### src/rtl/decode_pkg.sv
// Shared RV32I decode definitions: opcodes, op classes, immediate formats,
// ALU function codes and the registered decode entry.
package decode_pkg;

    localparam logic [6:0] OPC_LUI    = 7'b0110111;
    localparam logic [6:0] OPC_AUIPC  = 7'b0010111;
    localparam logic [6:0] OPC_JAL    = 7'b1101111;
    localparam logic [6:0] OPC_JALR   = 7'b1100111;
    localparam logic [6:0] OPC_BRANCH = 7'b1100011;
    localparam logic [6:0] OPC_LOAD   = 7'b0000011;
    localparam logic [6:0] OPC_STORE  = 7'b0100011;
    localparam logic [6:0] OPC_OPIMM  = 7'b0010011;
    localparam logic [6:0] OPC_OP     = 7'b0110011;
    localparam logic [6:0] OPC_FENCE  = 7'b0001111;
    localparam logic [6:0] OPC_SYSTEM = 7'b1110011;

    // ALU_OP is {funct7[5], funct3}; ADD doubles as the default for non-ALU classes
    localparam logic [3:0] ALU_ADD  = 4'b0000;
    localparam logic [3:0] ALU_SUB  = 4'b1000;
    localparam logic [3:0] ALU_SLL  = 4'b0001;
    localparam logic [3:0] ALU_SLT  = 4'b0010;
    localparam logic [3:0] ALU_SLTU = 4'b0011;
    localparam logic [3:0] ALU_XOR  = 4'b0100;
    localparam logic [3:0] ALU_SRL  = 4'b0101;
    localparam logic [3:0] ALU_SRA  = 4'b1101;
    localparam logic [3:0] ALU_OR   = 4'b0110;
    localparam logic [3:0] ALU_AND  = 4'b0111;

    typedef enum logic [2:0] {
        CLS_ALU    = 3'd0,
        CLS_LOAD   = 3'd1,
        CLS_STORE  = 3'd2,
        CLS_BRANCH = 3'd3,
        CLS_JUMP   = 3'd4,
        CLS_LUI    = 3'd5,
        CLS_AUIPC  = 3'd6
    } op_class_e;

    typedef enum logic [2:0] {
        FMT_R = 3'd0,
        FMT_I = 3'd1,
        FMT_S = 3'd2,
        FMT_B = 3'd3,
        FMT_U = 3'd4,
        FMT_J = 3'd5
    } imm_fmt_e;

    typedef enum logic {
        ST_EMPTY = 1'b0,
        ST_FULL  = 1'b1
    } state_e;

    typedef struct packed {
        logic [4:0]  rd;
        logic        we;
        logic [31:0] imm;
        logic [3:0]  alu_op;
        op_class_e   op_class;
        logic [31:0] pc;
    } dec_entry_t;

    // OP-IMM keeps funct7[5] only for the shift-right pair (SRLI/SRAI)
    function automatic logic [3:0] alu_op_imm(input logic [31:0] instr);
        return (instr[14:12] == 3'b101) ? {instr[30], instr[14:12]}
                                        : {1'b0, instr[14:12]};
    endfunction

endpackage

### src/rtl/imm_gen.sv
// Combinational RV32I immediate generator; all formats sign-extend from bit 31.
module imm_gen
    import decode_pkg::*;
(
    input  logic [31:7] instr,
    input  imm_fmt_e    fmt,
    output logic [31:0] imm
);

    always_comb begin
        imm = '0;
        case (fmt)
            FMT_I:   imm = {{20{instr[31]}}, instr[31:20]};
            FMT_S:   imm = {{20{instr[31]}}, instr[31:25], instr[11:7]};
            FMT_B:   imm = {{19{instr[31]}}, instr[31], instr[7], instr[30:25], instr[11:8], 1'b0};
            FMT_U:   imm = {instr[31:12], 12'b0};
            FMT_J:   imm = {{11{instr[31]}}, instr[31], instr[19:12], instr[20], instr[30:21], 1'b0};
            default: imm = '0;
        endcase
    end

endmodule

### src/rtl/decode_stage.sv
// RV32I decode stage: one-entry output buffer with register scoreboard.
// Optional illegal-opcode trap is enabled by defining DECODE_ILLEGAL_TRAP_EN.
module decode_stage
    import decode_pkg::*;
(
    input  logic        RST,
    input  logic        CLK_DC,
    input  logic        IN_VALID,
    output logic        IN_READY,
    input  logic [31:0] INSTR,
    input  logic [31:0] PC,
    output logic [4:0]  A1,
    output logic [4:0]  A2,
    output logic        OUT_VALID,
    input  logic        OUT_READY,
    output logic [4:0]  A3,
    output logic        WE_OUT,
    output logic [31:0] IMM,
    output logic [3:0]  ALU_OP,
    output logic [2:0]  OP_CLASS,
    output logic [31:0] PC_OUT,
    input  logic        WB_DONE,
    input  logic [4:0]  WB_RD,
    input  logic        FLUSH
`ifdef DECODE_ILLEGAL_TRAP_EN
   ,output logic        ILLEGAL
`endif
);

    state_e      state, state_nxt;
    dec_entry_t  ent, dec;
    imm_fmt_e    fmt;
    logic [31:0] busy, busy_nxt;
    logic        use_rs1, use_rs2, dec_illegal, hazard, full;
    logic        xfer_in, xfer_out;
    logic [6:0]  opc;
    logic [4:0]  rd;

    assign opc = INSTR[6:0];
    assign rd  = INSTR[11:7];
    assign A1  = INSTR[19:15];
    assign A2  = INSTR[24:20];

    always_comb begin
        dec.op_class = CLS_ALU;
        dec.we       = 1'b1;
        dec.alu_op   = ALU_ADD;
        dec.rd       = rd;
        dec.pc       = PC;
        fmt          = FMT_I;
        use_rs1      = 1'b1;
        use_rs2      = 1'b0;
        dec_illegal  = 1'b0;
        case (opc)
            OPC_OP: begin
                fmt        = FMT_R;
                use_rs2    = 1'b1;
                dec.alu_op = {INSTR[30], INSTR[14:12]};
            end
            OPC_OPIMM:  dec.alu_op = alu_op_imm(INSTR);
            OPC_LOAD:   dec.op_class = CLS_LOAD;
            OPC_STORE: begin
                dec.op_class = CLS_STORE;
                fmt          = FMT_S;
                dec.we       = 1'b0;
                use_rs2      = 1'b1;
            end
            OPC_BRANCH: begin
                dec.op_class = CLS_BRANCH;
                fmt          = FMT_B;
                dec.we       = 1'b0;
                use_rs2      = 1'b1;
            end
            OPC_JAL: begin
                dec.op_class = CLS_JUMP;
                fmt          = FMT_J;
                use_rs1      = 1'b0;
            end
            OPC_JALR:   dec.op_class = CLS_JUMP;
            OPC_LUI: begin
                dec.op_class = CLS_LUI;
                fmt          = FMT_U;
                use_rs1      = 1'b0;
            end
            OPC_AUIPC: begin
                dec.op_class = CLS_AUIPC;
                fmt          = FMT_U;
                use_rs1      = 1'b0;
            end
            OPC_FENCE, OPC_SYSTEM: ;
            default: begin
`ifdef DECODE_ILLEGAL_TRAP_EN
                dec_illegal = 1'b1;
                dec.we      = 1'b0;
                use_rs1     = 1'b0;
`else
                dec.alu_op  = alu_op_imm(INSTR);
`endif
            end
        endcase
    end

    imm_gen u_imm_gen (
        .instr (INSTR[31:7]),
        .fmt   (fmt),
        .imm   (dec.imm)
    );

    // busy[0] is held at zero, so x0 operands never stall
    assign hazard   = (use_rs1 && busy[A1]) || (use_rs2 && busy[A2]);
    assign full     = (state == ST_FULL);
    assign IN_READY = (!full || OUT_READY) && !hazard && !FLUSH;
    assign xfer_in  = IN_VALID && IN_READY;
    assign xfer_out = full && OUT_READY;

    always_ff @(posedge CLK_DC or negedge RST) begin
        if (!RST) state <= ST_EMPTY;
        else      state <= state_nxt;
    end

    always_comb begin
        state_nxt = state;
        if (FLUSH)         state_nxt = ST_EMPTY;
        else if (xfer_in)  state_nxt = ST_FULL;
        else if (xfer_out) state_nxt = ST_EMPTY;
    end

    always_comb begin
        OUT_VALID = (state == ST_FULL);
    end

    always_ff @(posedge CLK_DC or negedge RST) begin
        if (!RST)         ent <= '0;
        else if (xfer_in) ent <= dec;
    end

    assign A3       = ent.rd;
    assign WE_OUT   = ent.we;
    assign IMM      = ent.imm;
    assign ALU_OP   = ent.alu_op;
    assign OP_CLASS = ent.op_class;
    assign PC_OUT   = ent.pc;

`ifdef DECODE_ILLEGAL_TRAP_EN
    always_ff @(posedge CLK_DC or negedge RST) begin
        if (!RST)         ILLEGAL <= 1'b0;
        else if (xfer_in) ILLEGAL <= dec_illegal;
    end
`else
    logic unused_illegal;
    assign unused_illegal = dec_illegal;
`endif

    // Clears first, then the set, so a same-cycle set on the same register wins
    always_comb begin
        busy_nxt = busy;
        if (WB_DONE)
            busy_nxt[WB_RD] = 1'b0;
        if (FLUSH && full && ent.we)
            busy_nxt[ent.rd] = 1'b0;
        if (xfer_in && dec.we)
            busy_nxt[rd] = 1'b1;
        busy_nxt[0] = 1'b0;
    end

    always_ff @(posedge CLK_DC or negedge RST) begin
        if (!RST) busy <= '0;
        else      busy <= busy_nxt;
    end

endmodule

### config.mk
export PLATFORM = sky130hd
export DESIGN_NAME = decode_stage
export DESIGN_NICKNAME = d
export VERILOG_FILES = /design/src/rtl/decode_pkg.sv /design/src/rtl/imm_gen.sv /design/src/rtl/decode_stage.sv
export SDC_FILE = /design/constraint.sdc
export NUM_CORES = 1
export LEC_CHECK = 0
export BUFFER_PORTS_ARGS = -buffer_cell sky130_fd_sc_hd__buf_2
export CAP_MARGIN = 10
export CORE_ASPECT_RATIO = 0.5
export CORE_MARGIN = 4
export CORE_UTILIZATION = 53
export CTS_CLUSTER_SIZE = 30
export DETAILED_ROUTE_END_ITERATION = 10
export PLACE_DENSITY_LB_ADDON = 0.15
export SYNTH_ARGS = -nofsm -noshare
export SYNTH_HDL_FRONTEND = slang
export SYNTH_SLANG_ARGS = --single-unit
### constraint.sdc
create_clock -name CLK_DC -period 2.6 [get_ports CLK_DC]
set_input_delay 0.13 -clock CLK_DC [delete_from_list [all_inputs] [get_ports CLK_DC]]
set_output_delay 0.13 -clock CLK_DC [all_outputs]
set_load 0.02 [all_outputs]
# After elaboration in Yosys (flattened, before gate mapping)
# Cells that the tools add are included.
# Widths: inputs -> output; s select.
[classes]
n_reduce_logical = 24
eq_ne = 16
n_lt_le_gt_ge = 8
mux = 24
bitwise_logic = 5
[ops]
columns = ["operator", "count"]
rows = [
  ["$pmux 32 s5", 1],
  ["$mux 32", 3],
  ["$and 32x32->32", 2],
  ["$not 32->32", 2],
  ["$or 32x32->32", 1],
  ["$lt 5x6->1 const B", 5],
  ["$eq 7x7->1 const B", 4],
  ["$eq 7x6->1 const B", 3],
  ["$pmux 3 s6", 1],
  ["$demux 1 s5", 3],
  ["$ge 5x1->1 const B", 3],
  ["$pmux 3 s5", 1],
  ["$logic_and 1x1->1", 12],
  ["$mux 1", 11],
  ["$bmux 1 s5", 2],
  ["$eq 3x3->1 const B", 3],
  ["$reduce_or 9->1", 1],
  ["$pmux 4 s2", 1],
  ["$eq 7x2->1 const B", 1],
  ["$eq 7x4->1 const B", 1],
  ["$eq 7x5->1 const B", 1],
  ["$eq 3x2->1 const B", 2],
  ["$reduce_or 2->1", 3],
  ["$reduce_or 3->1", 2],
  ["other kinds (5)", 8],
]
[word_totals]
output_inout_bits = 89
elab_cells = 85
input_bits = 75
register_bits = 109

# Longest topological paths before layout
[depth]
ltp_word = 11
mapped_depth = 12
mapped_depth_nobuf = 9

# Hierarchy
# A second synthesis with hierarchy kept.
[unflattened]
hier_cells = 513
area_unflattened_um2 = 5974.5
[by_module_without_submodules]
columns = ["mod", "area_per_inst_um2", "n_inst", "cells_each", "seq_area_each_um2"]
rows = [
  ["decode_stage", 5584.1, 1, 447, 2727.6],
  ["imm_gen", 390.4, 1, 66, 0.0],
]

# Worst setup path after synthesis
# OpenSTA, ideal clock, no wires.
[synth_timing]
path_type = "in2reg"
from = "input INSTR[5]"
to = "register ent (netlist bit IMM[15])"
t_arrival_ns = 2.453
setup_slack_ns = 0.067
setup_ns = 0.079
path_buffers = 2
stages = 11
required_time_ns = 2.521
path_cell_list = "clkbuf_1 or3b_1 nor2_1 inv_1 ha_1 buf_1 nor3_1 nand3_1 o21ai_0 a21oi_1 mux2i_1"
[synth_via]
elab_chain_cells = 9
elab_cells_between_ends = 25
classes_between = "eq/ne: 11; mux: 4; reduce/logical: 10"
[synth_rtl]
columns = ["element", "line_no", "text"]
rows = [
  ["start: declaration", "decode_stage.sv:10", "input logic [31:0] INSTR,"],
  ["parallel branches: the longest is 9 deep, another holds $pmux 32 s5", "--", ""],
  ["end signal: assignment", "decode_stage.sv:133", "if (!RST) ent <= '0;"],
  ["end signal: assignment", "decode_stage.sv:134", "else if (xfer_in) ent <= dec;"],
  ["end: declaration", "decode_stage.sv:31", "dec_entry_t ent, dec;"],
]
# Several ways; the timed one is not identified.
# A chain may end at the register's enable or synchronous reset.

# Worst setup path in the final report
[layout_timing]
from = "register busy[21]"
to = "register ent (netlist bit PC_OUT[14])"
[layout_via]
elab_chain_cells = 8
elab_cells_between_ends = 11
classes_between = "mux: 4; reduce/logical: 7"
[layout_rtl]
columns = ["element", "line_no", "text"]
rows = [
  ["start: declaration", "decode_stage.sv:33", "logic [31:0] busy, busy_nxt;"],
  ["start signal: assignment", "decode_stage.sv:168", "else busy <= busy_nxt;"],
  ["$bmux 1 s5", "decode_stage.sv:110", "assign hazard = (use_rs1 && busy[A1]) || (use_rs2 && busy[A2]);"],
  ["$mux 1 (implied by the code)", "decode_stage.sv:110", ""],
  ["$logic_and 1x1->1", "decode_stage.sv:110", ""],
  ["$logic_or 1x1->1 (*)", "decode_stage.sv:110", ""],
  ["$logic_not 1->1 (*)", "decode_stage.sv:112", "assign IN_READY = (!full || OUT_READY) && !hazard && !FLUSH;"],
  ["$logic_and 1x1->1 (*) (2 in series)", "decode_stage.sv:112", ""],
  ["$logic_and 1x1->1 (*)", "decode_stage.sv:113", "assign xfer_in = IN_VALID && IN_READY;"],
]
# Every way passes the cells marked *; elsewhere a longest branch is shown, timed or not. The select of a mux whose other input is x is not followed.

==> results.cfg <==
[detailed_routing]
drt_iter0_markers = 474
vias = 5195
drc = 0
routed_wl_um = 17730
wl_per_cell_um = 21.72
drt-pass1-iter-count = 5
vias_per_cell = 6.366
ant_nets = 0

[yosys]
synthArstFlopShare_pct = 100.0
synth_edf_count = 0
synth.avg_cell_area_um2 = 11.64
synth_most_common_cell = dfrtp_1
syn_area_um2 = 5776
synth_nets = 572
yosys_register_bits = 109
synth_ff_type = dfrtp_1
yosysTopAreaCellShare_pct = 47.23
ys_top_cells_by_count = 109 x dfrtp_1, 42 x mux2_1, 31 x o221ai_1
synth.distinct_cells = 54
yosysTopAreaCell = dfrtp_1
seq_area_frac_synth_pct = 47.23
yosys_warnings = 0
ys_top_cells_by_area = dfrtp_1 47%, mux2_1 8.2%, mux4_2 5.5%
synthCells = 496

[global_route]
grt_remaining_overflow = 0
grt_pass1_vias = 5220
grt_pass1_wl_um = 28150
antenna_found_initial = 0
grt_max_degree = 44
track_usage_pct = 28.28

[worst_setup_path]
cp.required_ns = 2.83
cp_max_fo = 42
crit_path_start_kind = flop
worstPathArrival_ns = 2.76
worstPathCellList = mux4_2 -> mux4_2 -> nand2_1 -> a221o_2 -> o211ai_4 -> buf_12 -> mux2_1
end_kind = flop
slowest_delay_ns = 0.48
slowest_stage = mux4_2
crit_type = flop to flop
cp_common_cell = mux4_2

[clock_network]
cts.sinks = 109
cts_buffers = 9
tritoncts = done
h-tree-depth = 3
cts_setup_buffers = 0
clkTransAtPathRegs_ns = 0.08
ctsLongestPathBuffers = 2
cts_root_buf = clkbuf_16
clkLatencyLatePin_ns = 0.35

[power_and_ir_drop]
combPwrFrac_pct = 32.2
swShare_pct = 36.06
p_int_uw = 3489
seqPwrFrac_pct = 43.8
p_leak_uw = 0.003319
pwr-share-clk_pct = 24.0
vdd_drop_max_v = 0.0004891
powerDensity_nw_per_um2 = 742.3
p_sw_uw = 1968

[finish]
n_antenna_cell = 0
multiInputGateArea_um2 = 2760
areaGrowthSynthToFinish_pct = 27.30
final_layout_size_suffix_gt1_share_pct = 33.88
nets = 748
regArea_um2 = 2728
stdcell_area_um2 = 7352
fill_cells = 770

[die]
die_area_um2 = 12730
io-pin-count = 164
num_rows = 26
start_util_pct = 55.48
core_um2 = 10410
die_x_um = 155.6
die_h_um = 81.82

[sta]
setup_tns_ns = 0
skew_ns = 0.009408
finalSetupViolations = 0
rsz0062_at_grt = no
fin_crit_sh_pct = 97.38
hold_viol = 0
whs_ns = 0.03599
drv_slew = 0
max_freq_mhz = 394.9
min_period_ns = 2.532
maxSlewHeadroom_pct = 61.14
worst_pin_slew_ns = 0.5812
fin_ws_ns = 0.06800

[status]
status = completed

[run]
maxCapViolCount = 0

[hold_path]
hold_class = input port to flop

[placed_design]
placed_area_um2 = 6724
pre_cts_ws_ns = 0.1266
io_buffers = 163
place_congestion = 0.9190
hpwl_um = 11430
-- per-stage QoR --
step	utilization [%]	power, µW	cells
floorplan	-	3427	496
global placement	64.59	4044	767
detailed placement	64.59	4080	767
CTS	70.48	5440	816
global route	70.63	5722	816
finish	70.63	5458	816
-- critical path, delay by kind of cell (launching register included) --
kind,cells,cell delay (ns)
and+or+nand+nor,1,0.09
buffers and inverters,1,0.21
muxes,3,1.29
AOI/OAI and AO/OA,2,0.35
DFF,1,0.44
-- layout by cell type (no fill, tap or decap), drive strengths merged, types with 3 or more instances in the layout --
cell type / instances
o21ai: 9
or3b: 8
mux4: 14
buf: 182
or3: 4
mux2i: 18
clkbuf: 10
nand2: 19
mux2: 42
nor2: 14
o2bb2ai: 24
nand3: 19
nand3b: 17
and2: 3
a22o: 3
dfrtp: 109
o41ai: 31
a21oi: 25
inv: 17
a22oi: 5
dlygate4sd3: 34
nor3: 5
o221ai: 31
-- final timing paths --
path / cells after the start / end / slack (ns) / from
setup / recovery: 7 / PC_OUT[14]$_DFFE_PN0P_ / 0.07 / busy[21]$_DFF_PN0_
hold / removal: 2 / ALU_OP[1]$_DFFE_PN0P_ / 0.04 / INSTR[13]
setup reg to reg: 7 / PC_OUT[14]$_DFFE_PN0P_ / 0.07 / busy[21]$_DFF_PN0_
hold reg to reg: 1 / IMM[10]$_DFFE_PN0P_ / 0.49 / IMM[10]$_DFFE_PN0P_
max in group asynchronous: 3 / PC_OUT[11]$_DFFE_PN0P_ / 1.54 / RST
min in group asynchronous: 2 / busy[30]$_DFF_PN0_ / 0.32 / RST
-- per-layer routing --
metal | vias up | GRT usage [%] | wire length [µm]
li1 | 2295 | - | -
met1 | 2541 | 37.87 | 7598
met2 | 318 | 45.34 | 7923
met3 | 41 | 8.632 | 1905
met4 | 0 | 8.035 | 297
met5 | - | 0 | 0
-- power by group through the flow --
stage | Combinational, µW | Clock (µW) | Sequential, µW
6_report | 1760 | 1310 | 2390
3_5_place_dp | 1690 | 0 | 2390
3_3_place_gp | 1660 | 0 | 2390
5_1_grt | 1890 | 1400 | 2430
2_1_floorplan | 746 | 0 | 2680
4_1_cts | 1740 | 1340 | 2370
-- cells by family after synthesis --
family / Yosys count / synth area share [%]
xor+xnor: 2 / 0.3033
mux: 74 / 16.77
buf+inv: 65 / 5.503
flops: 109 / 47.23
fa+ha+maj: 1 / 0.2166
simple gates: 101 / 9.922
compound gates: 144 / 20.06
-- registers in the layout, summed over array words and instances (netlist names) --
signal and count:
A3 5, ALU_OP 4, IMM 32, OP_CLASS 3, OUT_VALID 1, PC_OUT 32, WE_OUT 1, busy 31
-- timing repair --
| action | CTS | global route |
|---|---|---|
| endpoints found under the setup margin | 0 | 3 |
| hold buffers | 34 | 0 |
| gates resized for setup | 0 | 2 |
| endpoints found under the hold margin | 73 | 0 |
-- area by class of cell --
| class | instances | share of cell area [%] |
|---|---|---|
| Inverter | 14 | 0.7148 |
| Timing Repair Buffer | 216 | 18.55 |
| Sequential cell | 109 | 37.10 |
| Tap cell | 140 | 2.383 |
| Multi-Input combinational cell | 322 | 37.54 |
| Clock buffer | 10 | 3.114 |
| Clock inverter | 5 | 0.5956 |
(Power assumes the default switching activity.)
